==> config.mk <==
export PLATFORM = sky130hd
export DESIGN_NAME = ysyx_23060075_lsu_axil
export DESIGN_NICKNAME = d
export VERILOG_FILES = /design/src/rtl/ysyx_23060075_lsu_axil.sv
export SDC_FILE = /design/constraint.sdc
export NUM_CORES = 1
export LEC_CHECK = 0
export ABC_CLOCK_PERIOD_IN_PS = 1390
export BUFFER_PORTS_ARGS = -buffer_cell sky130_fd_sc_hd__buf_2
export CORE_MARGIN = 2
export CORE_UTILIZATION = 39
export CTS_CLUSTER_DIAMETER = 100
export CTS_CLUSTER_SIZE = 16
export DETAILED_ROUTE_END_ITERATION = 10
export PLACE_DENSITY = 0.78
export SYNTH_ARGS = -nofsm -noshare
export SYNTH_HDL_FRONTEND = slang
export SYNTH_SLANG_ARGS = --single-unit
export TNS_END_PERCENT = 5
==> constraint.sdc <==
create_clock -name clk -period 1.39 [get_ports clk]
set_input_delay 0.139 -clock clk [delete_from_list [all_inputs] [get_ports clk]]
set_output_delay 0.139 -clock clk [all_outputs]
set_load 0.005 [all_outputs]
==> src/rtl/ysyx_23060075_lsu_axil.sv <==
// Load/store bridge: runs one word-aligned memory request as a single AXI4-Lite
// read or write transaction and returns the raw word or write status to the core.
module ysyx_23060075_lsu_axil #(
  parameter int ADDR_WIDTH = 32,
  parameter int DATA_WIDTH = 32,
  parameter int MASK_WIDTH = 4
) (
  input  logic                  clk,
  input  logic                  rst,
  input  logic                  req_valid,
  output logic                  req_ready,
  input  logic [ADDR_WIDTH-1:0] req_addr,
  input  logic [DATA_WIDTH-1:0] req_wdata,
  input  logic [MASK_WIDTH-1:0] req_mask,
  input  logic                  req_r_en,
  input  logic                  req_w_en,
  output logic                  resp_valid,
  input  logic                  resp_ready,
  output logic [DATA_WIDTH-1:0] resp_rdata,
  output logic                  resp_err,
  output logic [ADDR_WIDTH-1:0] araddr,
  output logic                  arvalid,
  input  logic                  arready,
  input  logic [DATA_WIDTH-1:0] rdata,
  input  logic [1:0]            rresp,
  input  logic                  rvalid,
  output logic                  rready,
  output logic [ADDR_WIDTH-1:0] awaddr,
  output logic                  awvalid,
  input  logic                  awready,
  output logic [DATA_WIDTH-1:0] wdata,
  output logic [MASK_WIDTH-1:0] wstrb,
  output logic                  wvalid,
  input  logic                  wready,
  input  logic [1:0]            bresp,
  input  logic                  bvalid,
  output logic                  bready
);

  typedef enum logic [2:0] {IDLE, RD_A, RD_D, WR_AW, WR_B, RESP} state_t;

  state_t                state, state_next;
  logic [ADDR_WIDTH-1:0] addr_q;
  logic [DATA_WIDTH-1:0] data_q;
  logic [MASK_WIDTH-1:0] mask_q;
  logic [DATA_WIDTH-1:0] rdata_q;
  logic                  err_q;
  logic                  aw_done, w_done;
  logic                  accept, aw_hs, w_hs;

  assign req_ready  = (state == IDLE) & ~rst;
  assign accept     = req_valid & req_ready;
  assign arvalid    = (state == RD_A);
  assign rready     = (state == RD_D);
  assign awvalid    = (state == WR_AW) & ~aw_done;
  assign wvalid     = (state == WR_AW) & ~w_done;
  assign bready     = (state == WR_B);
  assign resp_valid = (state == RESP);
  assign aw_hs      = awvalid & awready;
  assign w_hs       = wvalid & wready;
  assign araddr     = addr_q;
  assign awaddr     = addr_q;
  assign wdata      = data_q;
  assign wstrb      = mask_q;
  assign resp_rdata = rdata_q;
  assign resp_err   = err_q;

  always_ff @(posedge clk) begin
    if (rst) state <= IDLE;
    else     state <= state_next;
  end

  always_comb begin
    state_next = state;
    case (state)
      IDLE: begin
        if (accept) begin
          if (req_r_en && !req_w_en)      state_next = RD_A;
          else if (req_w_en && !req_r_en) state_next = WR_AW;
          else                            state_next = RESP;
        end
      end
      RD_A:  if (arready) state_next = RD_D;
      RD_D:  if (rvalid)  state_next = RESP;
      // AW and W may finish in either order; leave once both have been seen.
      WR_AW: if ((aw_done | aw_hs) && (w_done | w_hs)) state_next = WR_B;
      WR_B:  if (bvalid) state_next = RESP;
      RESP:  if (resp_ready) state_next = IDLE;
      default: state_next = IDLE;
    endcase
  end

  always_ff @(posedge clk) begin
    if (rst) begin
      addr_q  <= '0;
      data_q  <= '0;
      mask_q  <= '0;
      rdata_q <= '0;
      err_q   <= 1'b0;
      aw_done <= 1'b0;
      w_done  <= 1'b0;
    end else begin
      // Illegal (load+store) requests report an error without touching the bus.
      if (accept) begin
        addr_q  <= req_addr;
        data_q  <= req_wdata;
        mask_q  <= req_mask;
        rdata_q <= '0;
        err_q   <= req_r_en & req_w_en;
        aw_done <= 1'b0;
        w_done  <= 1'b0;
      end
      if (state == WR_AW) begin
        if (aw_hs) aw_done <= 1'b1;
        if (w_hs)  w_done  <= 1'b1;
      end
      if (state == RD_D && rvalid) begin
        rdata_q <= rdata;
        err_q   <= (rresp != 2'b00);
      end
      if (state == WR_B && bvalid) begin
        rdata_q <= '0;
        err_q   <= (bresp != 2'b00);
      end
    end
  end

endmodule
---- Word level (Yosys, flattened, before mapping) ----
Index checks and enable logic that the tools add are counted.
storage, ports and cells
  memory bits (read-only) ................. 0
  memories kept ........................... 0
  flip-flop bits (word level) ............. 106
  output and inout port bits .............. 140
  bits in writable memories ............... 0
  bits in latches ......................... 0
  word-level logic and storage cells ...... 65
cells by class
  shift-type cells ........................ 0
  divide/modulo/power cells ............... 0
  equality and inequality tests ........... 11
  bitwise logic cells ..................... 12
  add/subtract/negate cells ............... 0
  magnitude comparators ................... 0
  multipliers ............................. 0
  reductions and logical operators ........ 14
  mux-type cells .......................... 20
operator list
  operator                                              number
  2-to-1 mux 32 bit                                     2
  2-to-1 mux 3 bit                                      8
  case mux 3 bit (6 select lines)                       1
  2-to-1 mux 1 bit                                      9
  != test 2 bit (second input constant)                 4
  AND 1 bit                                             7
  equality test 3 x 2 -> 1 bit (second input constant)  2
  equality test 3 bit (second input constant)           2
  AND reduction 6 bit                                   1
  nonzero test 2 bit                                    3
  logical AND 1 bit                                     5
  != test 2 x 1 -> 1 bit (second input constant)        2
  equality test 3 x 1 -> 1 bit (second input constant)  1
  zero test 3 bit                                       1
  NOT 1 bit                                             3
  nonzero test 3 bit                                    1
  zero test 1 bit                                       2
  OR 1 bit                                              2
  OR reduction 2 bit                                    1

---- Logic depth before layout (Yosys ltp) ----
Gate-level depths: netlist of run 1.
  depth after elaboration ................. 7
  mapped depth ............................ 7
  gate-level depth less buffers ........... 5

---- Worst setup path after synthesis of run 1 ----
No wires, ideal clock.
  path kind ............................... reg-to-reg
  start ................................... reg state[2]
  end ..................................... reg aw_done
  required time ........................... 1.267 ns
  arrival time ............................ 1.264 ns
  cell stages (with the launch flop) ...... 7
  library setup time ...................... 0.123 ns
  setup slack ............................. 0.003 ns
  cell sequence ........................... dfxtp_1 > nor4_4 > nand2_1 > buf_2 > buf_2 > a21oi_1 > nor2_1
on the way
  cells in the longest elaborated chain, start to end .. 6
ends and longest elaborated chain
  item                    RTL line  source
  from (decl)             42        state_t state, state_next;
  from (signal assigned)  70        else state <= state_next;
  zero test 3 bit (*)     51        assign req_ready = (state == IDLE) & ~rst;
  AND 1 bit (*)           51
  via req_ready           11        output logic req_ready,
  AND 1 bit (*)           52        assign accept = req_valid & req_ready;
  2-to-1 mux 1 bit (*)    104       if (accept) begin
  2-to-1 mux 1 bit        114       if (aw_hs) aw_done <= 1'b1;
  2-to-1 mux 1 bit (*)    113       if (state == WR_AW) begin
  to (signal assigned)    100       aw_done <= 1'b0;
  to (signal assigned)    110       aw_done <= 1'b0;
  to (signal assigned)    114
  to (decl)               48        logic aw_done, w_done;
Mark *: on every way through the listed nets, which the timed path passes. The rest lies on a longest branch.
A chain may end at the register's enable or synchronous reset.

---- Final worst setup path of run 1 ----
  start ................................... reg state[1]
  end ..................................... reg data_q[6] (netlist: wdata[6])
on the way
  cells in the longest elaborated chain, start to end .. 3
ends and longest elaborated chain
  item                  RTL line  source
  zero test 3 bit       51
  AND 1 bit             51
  AND 1 bit             52
  to (signal assigned)  106       data_q <= req_wdata;
  to (decl)             44        logic [DATA_WIDTH-1:0] data_q;
Every way passes these cells.

==> impl_metrics.yaml, run 1 <==
cts:
  clock_sinks: 106
  insertion_delay_ns: 0.37
  cts_root_buffer: "clkbuf_8"
  cts.htree.levels: 3
  clock_path_buffers: 2
  clkTransAtPathRegs_ns: 0.10
  cts_buffers: 9
  cts_tree: "built"
finish:
  final_common_cell: "buf_2"
  multiInputGateArea_sq_um: 1920
  area_growth_pct: 61.8
  fill_cells: 853
  nets: 969
  final_cells: 997
  drive_gt1_frac: 0.384
  post-route-cell-area_sq_um: 7070
  final_cell_mix: "buf_2, nand2_1, dfxtp_1"
  regArea_sq_um: 2130
yosys:
  yosysUniqueCellTypes: 31
  ys_ff_latch: 106
  synth_compound_area_frac: 0.0681
  postSynth.asyncResetShare: 0
  syn_area_sq_um: 4370
  synth_fa_ha_area_frac: 0.00573
  ys.flop_type: "dfxtp_1"
  synth_nets: 649
  yosys.area.top_type: "dfxtp_1"
  synth_cells: 532
  synth.yosys.seq_area_share: 0.486
  synth_top_area_share: 0.486
  synthMuxAreaShare: 0
  synth_warnings: 0
  synthSimpleGateAreaFrac: 0.336
  yosys-top-cells-area: "dfxtp_1, nand2_1, nand3b_1, buf_4, a21oi_1"
  synth_edf_count: 0
  synth_xor_area_frac: 0
  synth_top_family_by_area: "simple AND/OR/NAND/NOR gates"
  syn_area_per_cell_sq_um: 8.22
floorplan:
  fp.coreArea_sq_um: 10900
  fp.dieH_microns: 110
  boundaryPins: 255
  rows: 38
  die_w_microns: 110
  dieArea_sq_um: 12100
  start_util: 0.401
placement:
  place_inst: 871
  place_area_sq_um: 5620
  gp_congestion: 0.761
  dpl.hpwl_microns: 8400
  place_ws_ns: -0.0871
  io_buffers: 254
power_and_ir_drop:
  p_per_area_nw_per_um2: 1340
  p_leak_nw: 3.60
  ir_drop_v: 0.000748
sta:
  fin_crit_ns: 1.50
  min_period_over_period: 1.08
  skew_ns: 0.0127
  slew_viol_final: 0
  worstMarginPinSlew_ns: 0.530
  max-slew-margin-rel: 0.647
  finalSetupViolCount: 110
  worst_slack_ns: -0.111
  fin_setup_tns_ns: -4.53
  max_freq_ghz: 0.666
  hold_viol_final: 0
  rsz0062_at_grt: "true"
global_route:
  grt_pass1_wl_microns: 20900
  grt_pass1_vias: 4506
  overflow: 0
  track_usage: 0.220
  antenna_found_initial: 2
  grt_max_degree: 71
status:
  failed_checks: "setup timing"
  run_status: "complete, but fails checks"
route:
  vias: 4833
  via_per_inst: 4.85
  postRouteAntennaNets: 0
  wirelength_microns: 14600
  wl_per_cell_microns: 14.6
  drt_iter0_markers: 321
  route.detailed.drc: 0
  firstDrtPassIters: 6
critical_path:
  critical_path_class: "register to register"
  endpoint_kind: "register"
  cp.required_ns: 1.66
  start_kind: "register"
  cp.arrival_ns: 1.77
  cp_max_fo: 34
hold_path:
  hold_class: "primary input to register"
job:
  cap_violations: 0
[worst max-delay path, stage by stage, from the launching register on]
cell and delay (ns):
dfxtp_4 0.37, nor4_4 0.33, buf_4 0.20, nand2_8 0.09, buf_12 0.19, nand3b_1 0.13, nand2_1 0.09
[area by class of cell]
cell class	count	area share
Timing Repair Buffer	382	0.373
Sequential cell	106	0.302
Multi-Input combinational cell	350	0.272
Tap cell	140	0.0248
Clock buffer	10	0.0180
Clock inverter	5	0.00796
Inverter	3	0.00159
Antenna cell	1	0.000354
[metal layers]
layer  wire, microns  vias up  track usage
met5              16        -            0
met4             456        2        0.106
met3            1200       43       0.0759
met2            7200      230        0.376
met1            5700     2196        0.243
li1                -     2362            -
[cells in the mapped netlist, drive strengths merged, types with 2 or more instances]
master and instances:
a21oi 41, a211oi 2, nor3b 4, inv 3, nor2 9, o21ai 2
buf 60, nor3 2, nand3b 70, nand2 169, dfxtp 106, and2 2
clkbuf 13, nand3 33, ha 2
[registers in the layout, summed over array words and instances (netlist names)]
signal,flops
wstrb,4
state,3
resp_rdata,32
araddr,32
w_done,1
wdata,32
aw_done,1
resp_err,1
[power breakdown]
part | internal [mW] | total, mW | leakage, nW | switching [mW]
combinational | 1.81 | 3.57 | 2.64 | 1.76
clock | 0.822 | 1.84 | 0.0921 | 1.02
sequential | 3.64 | 4.03 | 0.867 | 0.386
[timing repair]
| item | 4_1_cts | 5_1_grt |
|---|---|---|
| pin swaps | 7 | 25 |
| hold endpoints to repair | 98 | 0 |
| hold buffers | 98 | 0 |
| setup buffers | 6 | 4 |
| endpoints found under the setup margin | 110 | 112 |
| gates cloned | 0 | 2 |
| gates resized for setup | 11 | 23 |
[metrics by stage]
stage	hold slack, ns	util	total power, mW
after floorplan	0.238	-	5.73
after global placement	0.322	0.516	6.92
after detailed placement	0.325	0.516	6.98
after CTS	0.00109	0.632	9.24
after global routing	0.00321	0.649	10.0
final	0.0193	0.649	9.45
[kinds of logic after synthesis]
logic type	after synthesis
adder cells (fa/ha/maj)	2
flip-flops	106
buffers and inverters	76
AND/OR/NAND/NOR	295
AO/OA/AOI/OAI	53
[worst paths after layout]
kind / cells past startpoint / slack, ns / startpoint / to
max: 6 / -0.11 / state[1] / wdata[6]
min: 3 / 0.02 / rdata[15] / resp_rdata[15]
max reg2reg: 6 / -0.11 / state[1] / wdata[6]
min reg2reg: 2 / 0.47 / resp_rdata[20] / resp_rdata[20]
No activity file was read; power rests on OpenSTA's default activity.
==> run 2, diff against run 1 <==
Settings changed: CELL_PAD_IN_SITES_DETAIL_PLACEMENT from default to 1, CELL_PAD_IN_SITES_GLOBAL_PLACEMENT from default to 1, CORE_UTILIZATION 39 to 27.
==> run 2 against run 1 <==
Net effect: the flow still finishes with violations (setup timing); critical path type unchanged; non-clock buffer count down 25; die area up 43%; combinational power rose by 8.7%; largest power group unchanged.
==> impl_metrics.yaml, run 2 (synthesis results as in run 1) <==
floorplan:
  rows: 46
  fp.coreArea_sq_um: 15800
  fp.dieH_microns: 131
  dieArea_sq_um: 17200
  die_w_microns: 131
  boundaryPins: 255
  start_util: 0.276
cts:
  clock_sinks: 106
  cts_tree: "built"
  cts.htree.levels: 3
  cts_buffers: 9
  clock_path_buffers: 2
  insertion_delay_ns: 0.34
  cts_root_buffer: "clkbuf_16"
  clkTransAtPathRegs_ns: 0.07
critical_path:
  cp.arrival_ns: 1.80
  crit-reg2reg-launch: "state[2]"
  regToRegSetupSlack_ns: -0.18
  cp_max_fo: 23
  startpoint: "state[2]"
  endpoint_kind: "register"
  start_kind: "register"
  critical_path_class: "register to register"
  cp.required_ns: 1.62
  reg2reg_to: "resp_rdata[17]"
  reg2reg_depth: 7
  worstSetupEndpoint: "resp_rdata[17]"
global_route:
  grt_pass1_wl_microns: 26700
  overflow: 0
  track_usage: 0.189
  grt_pass1_vias: 5185
  grt_max_degree: 54
  antenna_found_initial: 3
sta:
  max-slew-margin-rel: 0.799
  worst_slack_ns: -0.177
  slew_viol_final: 0
  worstMarginPinSlew_ns: 0.297
  hold_viol_final: 0
  skew_ns: 0.00556
  rsz0062_at_grt: "true"
  fin_crit_ns: 1.57
  finalSetupViolCount: 109
  min_period_over_period: 1.13
  fin_setup_tns_ns: -14.03
  max_freq_ghz: 0.638
route:
  vias: 4853
  postRouteAntennaNets: 0
  drt_iter0_markers: 182
  via_per_inst: 4.62
  firstDrtPassIters: 4
  wl_per_cell_microns: 16.7
  wirelength_microns: 17500
  route.detailed.drc: 0
finish:
  nets: 944
  utilization: 0.449
  drive_gt1_frac: 0.393
  fill_cells: 1944
  area_growth_pct: 62.5
  final_cell_mix: "buf_2, nand2_1, dfxtp_1"
  final_common_cell: "buf_2"
power_and_ir_drop:
  p_per_area_nw_per_um2: 1500
  power_mw: 10.7
  p_leak_nw: 3.60
  ir_drop_v: 0.000684
hold_path:
  hold_class: "primary input to register"
  holdPathStages: 3
placement:
  dpl.hpwl_microns: 10100
  io_buffers: 254
  gp_congestion: 0.779
status:
  run_status: "complete, but fails checks"
  failed_checks: "setup timing"
job:
  cap_violations: 0
[run 2: cell types whose count changed in the layout (fill, tap and decap cells not counted), moves of 3 or more]
cell / delta
buf_4: -3
clkbuf_16: +13
dlygate4sd3_1: -30
nand3_1: +9
nand3_2: -10
buf_6: +6
clkbuf_8: -8
[run 2: area by class of cell]
| type | count | area (sq um) | share of cell area |
|---|---|---|---|
| Antenna cell | 3 | 7.51 | 0.00106 |
| Clock buffer | 11 | 243 | 0.0342 |
| Clock inverter | 5 | 77.6 | 0.0109 |
| Inverter | 3 | 11.3 | 0.00159 |
| Multi-Input combinational cell | 350 | 1900 | 0.267 |
| Sequential cell | 106 | 2130 | 0.300 |
| Tap cell | 216 | 270 | 0.0381 |
| Timing Repair Buffer | 357 | 2470 | 0.347 |
[run 2: what timing repair did]
action,CTS,global route
hold endpoints to repair,68,0
gates resized for setup,12,21
cloned,0,6
hold buffers,68,0
setup endpoints to repair,107,110
pin swaps,6,39
setup buffers,5,1
[run 2: worst min-delay path by stage]
stage / start / to / slack, ns
6_report: rdata[13] / resp_rdata[13] / 0.03
5_1_grt: rdata[19] / resp_rdata[19] / 0.02
3_3_place_gp: req_wdata[19] / wdata[19] / 0.32
3_5_place_dp: req_wdata[15] / wdata[15] / 0.33
2_1_floorplan: req_addr[0] / araddr[0] / 0.24
4_1_cts: rdata[0] / resp_rdata[0] / 0.01
[run 2: report_power, final]
| part | switching [mW] | total [mW] | internal, mW |
|---|---|---|---|
| clock | 1.16 | 2.79 | 1.62 |
| combinational | 1.95 | 3.88 | 1.93 |
| sequential | 0.383 | 4.02 | 3.64 |
[run 2: through the flow]
stage / area, sq um / worst slack (ns) / std cells / hold WS [ns]
4_1_cts: 6830 / -0.117 / 1041 / 0.0106
3_5_place_dp: 5750 / -0.0240 / 952 / 0.327
2_1_floorplan: 4370 / 0.00278 / 532 / 0.238
3_3_place_gp: 5750 / 0.0230 / 952 / 0.321
5_1_grt: 7100 / -0.234 / 1051 / 0.0188
6_report: 7100 / -0.177 / 1051 / 0.0258
[run 2: metal layers]
metal | up-vias | GRT usage | share of wire
met1 | 2309 | 0.206 | 0.39
met4 | 0 | 0.0809 | 0.031
met5 | - | 0 | 0
met2 | 192 | 0.330 | 0.50
met3 | 38 | 0.0671 | 0.076
li1 | 2314 | - | -
[run 2: critical path: stages (launching register included)]
cell and delay [ns]:
dfxtp_4 0.37, nor4_4 0.32, buf_4 0.18, buf_6 0.11, nand2_8 0.09, clkbuf_16 0.22
nand3_1 0.09, a21oi_1 0.07
==> run 3, diff against run 2 <==
Settings changed: CELL_PAD_IN_SITES_DETAIL_PLACEMENT 1 to 0.
==> run 3 against run 2 <==
Net effect: the run still ends with setup timing left; worst setup slack gained 0.074 ns; die area is the same; via count shrank 4.6%; flip-flop and latch count is the same; sequential share of layout area grew 0.69 points; non-clock buffer count shrank 3; cell count shrank 0.67%; count of clock-buffer cells in the layout is the same; clock power shrank 6%; critical path depth is the same; final area shrank 2.3%; critical endpoint is now araddr[2].
==> impl_metrics.yaml, run 3 (synthesis results as in run 1) <==
global_route:
  grt_pass1_wl_microns: 22100
  antenna_found_initial: 0
  grt_pass1_vias: 4420
  overflow: 0
  grt_max_degree: 54
  track_usage: 0.156
route:
  firstDrtPassIters: 4
  route.detailed.drc: 0
  wirelength_microns: 14100
  postRouteAntennaNets: 0
  via_per_inst: 4.43
  wl_per_cell_microns: 13.5
  drt_iter0_markers: 163
  vias: 4630
finish:
  final_common_cell: "buf_2"
  nets: 941
  post-route-cell-area_sq_um: 6940
  final_cell_mix: "buf_2, nand2_1, dfxtp_1"
  area_growth_pct: 58.8
  diodes: 0
  utilization: 0.439
  final_cells: 1044
  drive_gt1_frac: 0.374
critical_path:
  cpMaxStageDelayCell: "dfxtp_2"
  cp_max_fo: 47
  path_cells: "nor4_4 > buf_4 > buf_6 > nand2_8 > buf_12 > nand3b_1 > nand2_1"
  cp.required_ns: 1.63
  endpoint_kind: "register"
  critPathBufInv: 3
  max_stage_delay_ns: 0.34
  cp.arrival_ns: 1.73
  critical_path_class: "register to register"
  start_kind: "register"
  worst_path_dominant_cell_family: "simple AND/OR/NAND/NOR gates"
sta:
  max_freq_ghz: 0.670
  hold_viol_final: 0
  min_period_over_period: 1.07
  worst_slack_ns: -0.103
  finalSetupViolCount: 107
  max-slew-margin-rel: 0.831
  worstMarginPinSlew_ns: 0.250
  fin_crit_ns: 1.49
  rsz0062_at_grt: "true"
  skew_ns: 0.00850
  slew_viol_final: 0
cts:
  clock_sinks: 106
  clkTransAtPathRegs_ns: 0.07
  insertion_delay_ns: 0.35
  cts_tree: "built"
  clock_path_buffers: 2
  cts_buffers: 9
  cts_root_buffer: "clkbuf_16"
  cts.htree.levels: 3
status:
  run_status: "complete, but fails checks"
  failed_checks: "setup timing"
placement:
  io_buffers: 254
  place_area_sq_um: 5750
  place_inst: 952
  gp_congestion: 0.779
  dpl.hpwl_microns: 8970
floorplan:
  fp.dieH_microns: 131
  fp.coreArea_sq_um: 15800
  die_w_microns: 131
  start_util: 0.276
  dieArea_sq_um: 17200
  boundaryPins: 255
  rows: 46
hold_path:
  hold_class: "primary input to register"
job:
  cap_violations: 0
power_and_ir_drop:
  p_leak_nw: 3.55
  p_per_area_nw_per_um2: 1460
  ir_drop_v: 0.000786
  power_mw: 10.1
==> run 3: changes by cell type in the layout (fill, tap and decap cells not counted), sizes merged <==
cell,previous run,this run
diode,3,0
clkbuf,17,15
buf,283,282
bufinv,2,1
==> run 3: worst min-delay path: stages <==
cell,delay (ns)
buf_2,0.09
nand2_1,0.04
a21oi_1,0.05
==> run 3: cell type report <==
class / count / area [sq um]
multi-input combinational: 350 / 1820
tap: 216 / 270
clock buffer: 11 / 253
inverter: 3 / 11.3
clock inverter: 4 / 51.3
timing repair buffer: 354 / 2410
fill: 1567 / 8890
sequential: 106 / 2130
==> run 3: layer usage <==
layer | track usage | vias up | share of wire
li1 | - | 2303 | -
met1 | 0.184 | 2113 | 0.42
met2 | 0.265 | 189 | 0.48
met3 | 0.0521 | 25 | 0.075
met4 | 0.0586 | 0 | 0.024
met5 | 0 | - | 0
==> run 3: worst paths after layout <==
| path | from | end | slack (ns) | depth (start not counted) |
|---|---|---|---|---|
| min | rdata[4] | resp_rdata[4] | 0.02 | 3 |
| min reg2reg | resp_rdata[29] | resp_rdata[29] | 0.46 | 2 |
| max | state[2] | araddr[2] | -0.10 | 7 |
| max reg2reg | state[2] | araddr[2] | -0.10 | 7 |
==> run 3: timing repair <==
item	CTS	global route
setup buffers	3	2
resized for setup	12	6
hold buffers	68	0
gates cloned	0	4
pin swaps	6	3
endpoints found under the hold margin	68	0
endpoints found under the setup margin	8	110
==> run 3: through the flow <==
| stage | hold WS [ns] | setup WS [ns] | setup TNS [ns] |
|---|---|---|---|
| finish | 0.0203 | -0.103 | -7.63 |
| global route | 0.0126 | -0.187 | -16.12 |
| CTS | 0.00721 | -0.0979 | -1.83 |
| detailed placement | 0.326 | 0.00742 | 0 |
| global placement | 0.321 | 0.0230 | 0 |
| floorplan | 0.238 | 0.00278 | 0 |
==> run 3: report_power, final <==
part | switching (mW) | internal [mW] | total, mW | leakage [nW]
combinational | 1.70 | 1.82 | 3.52 | 2.54
sequential | 0.354 | 3.64 | 3.99 | 0.867
clock | 1.12 | 1.49 | 2.61 | 0.148
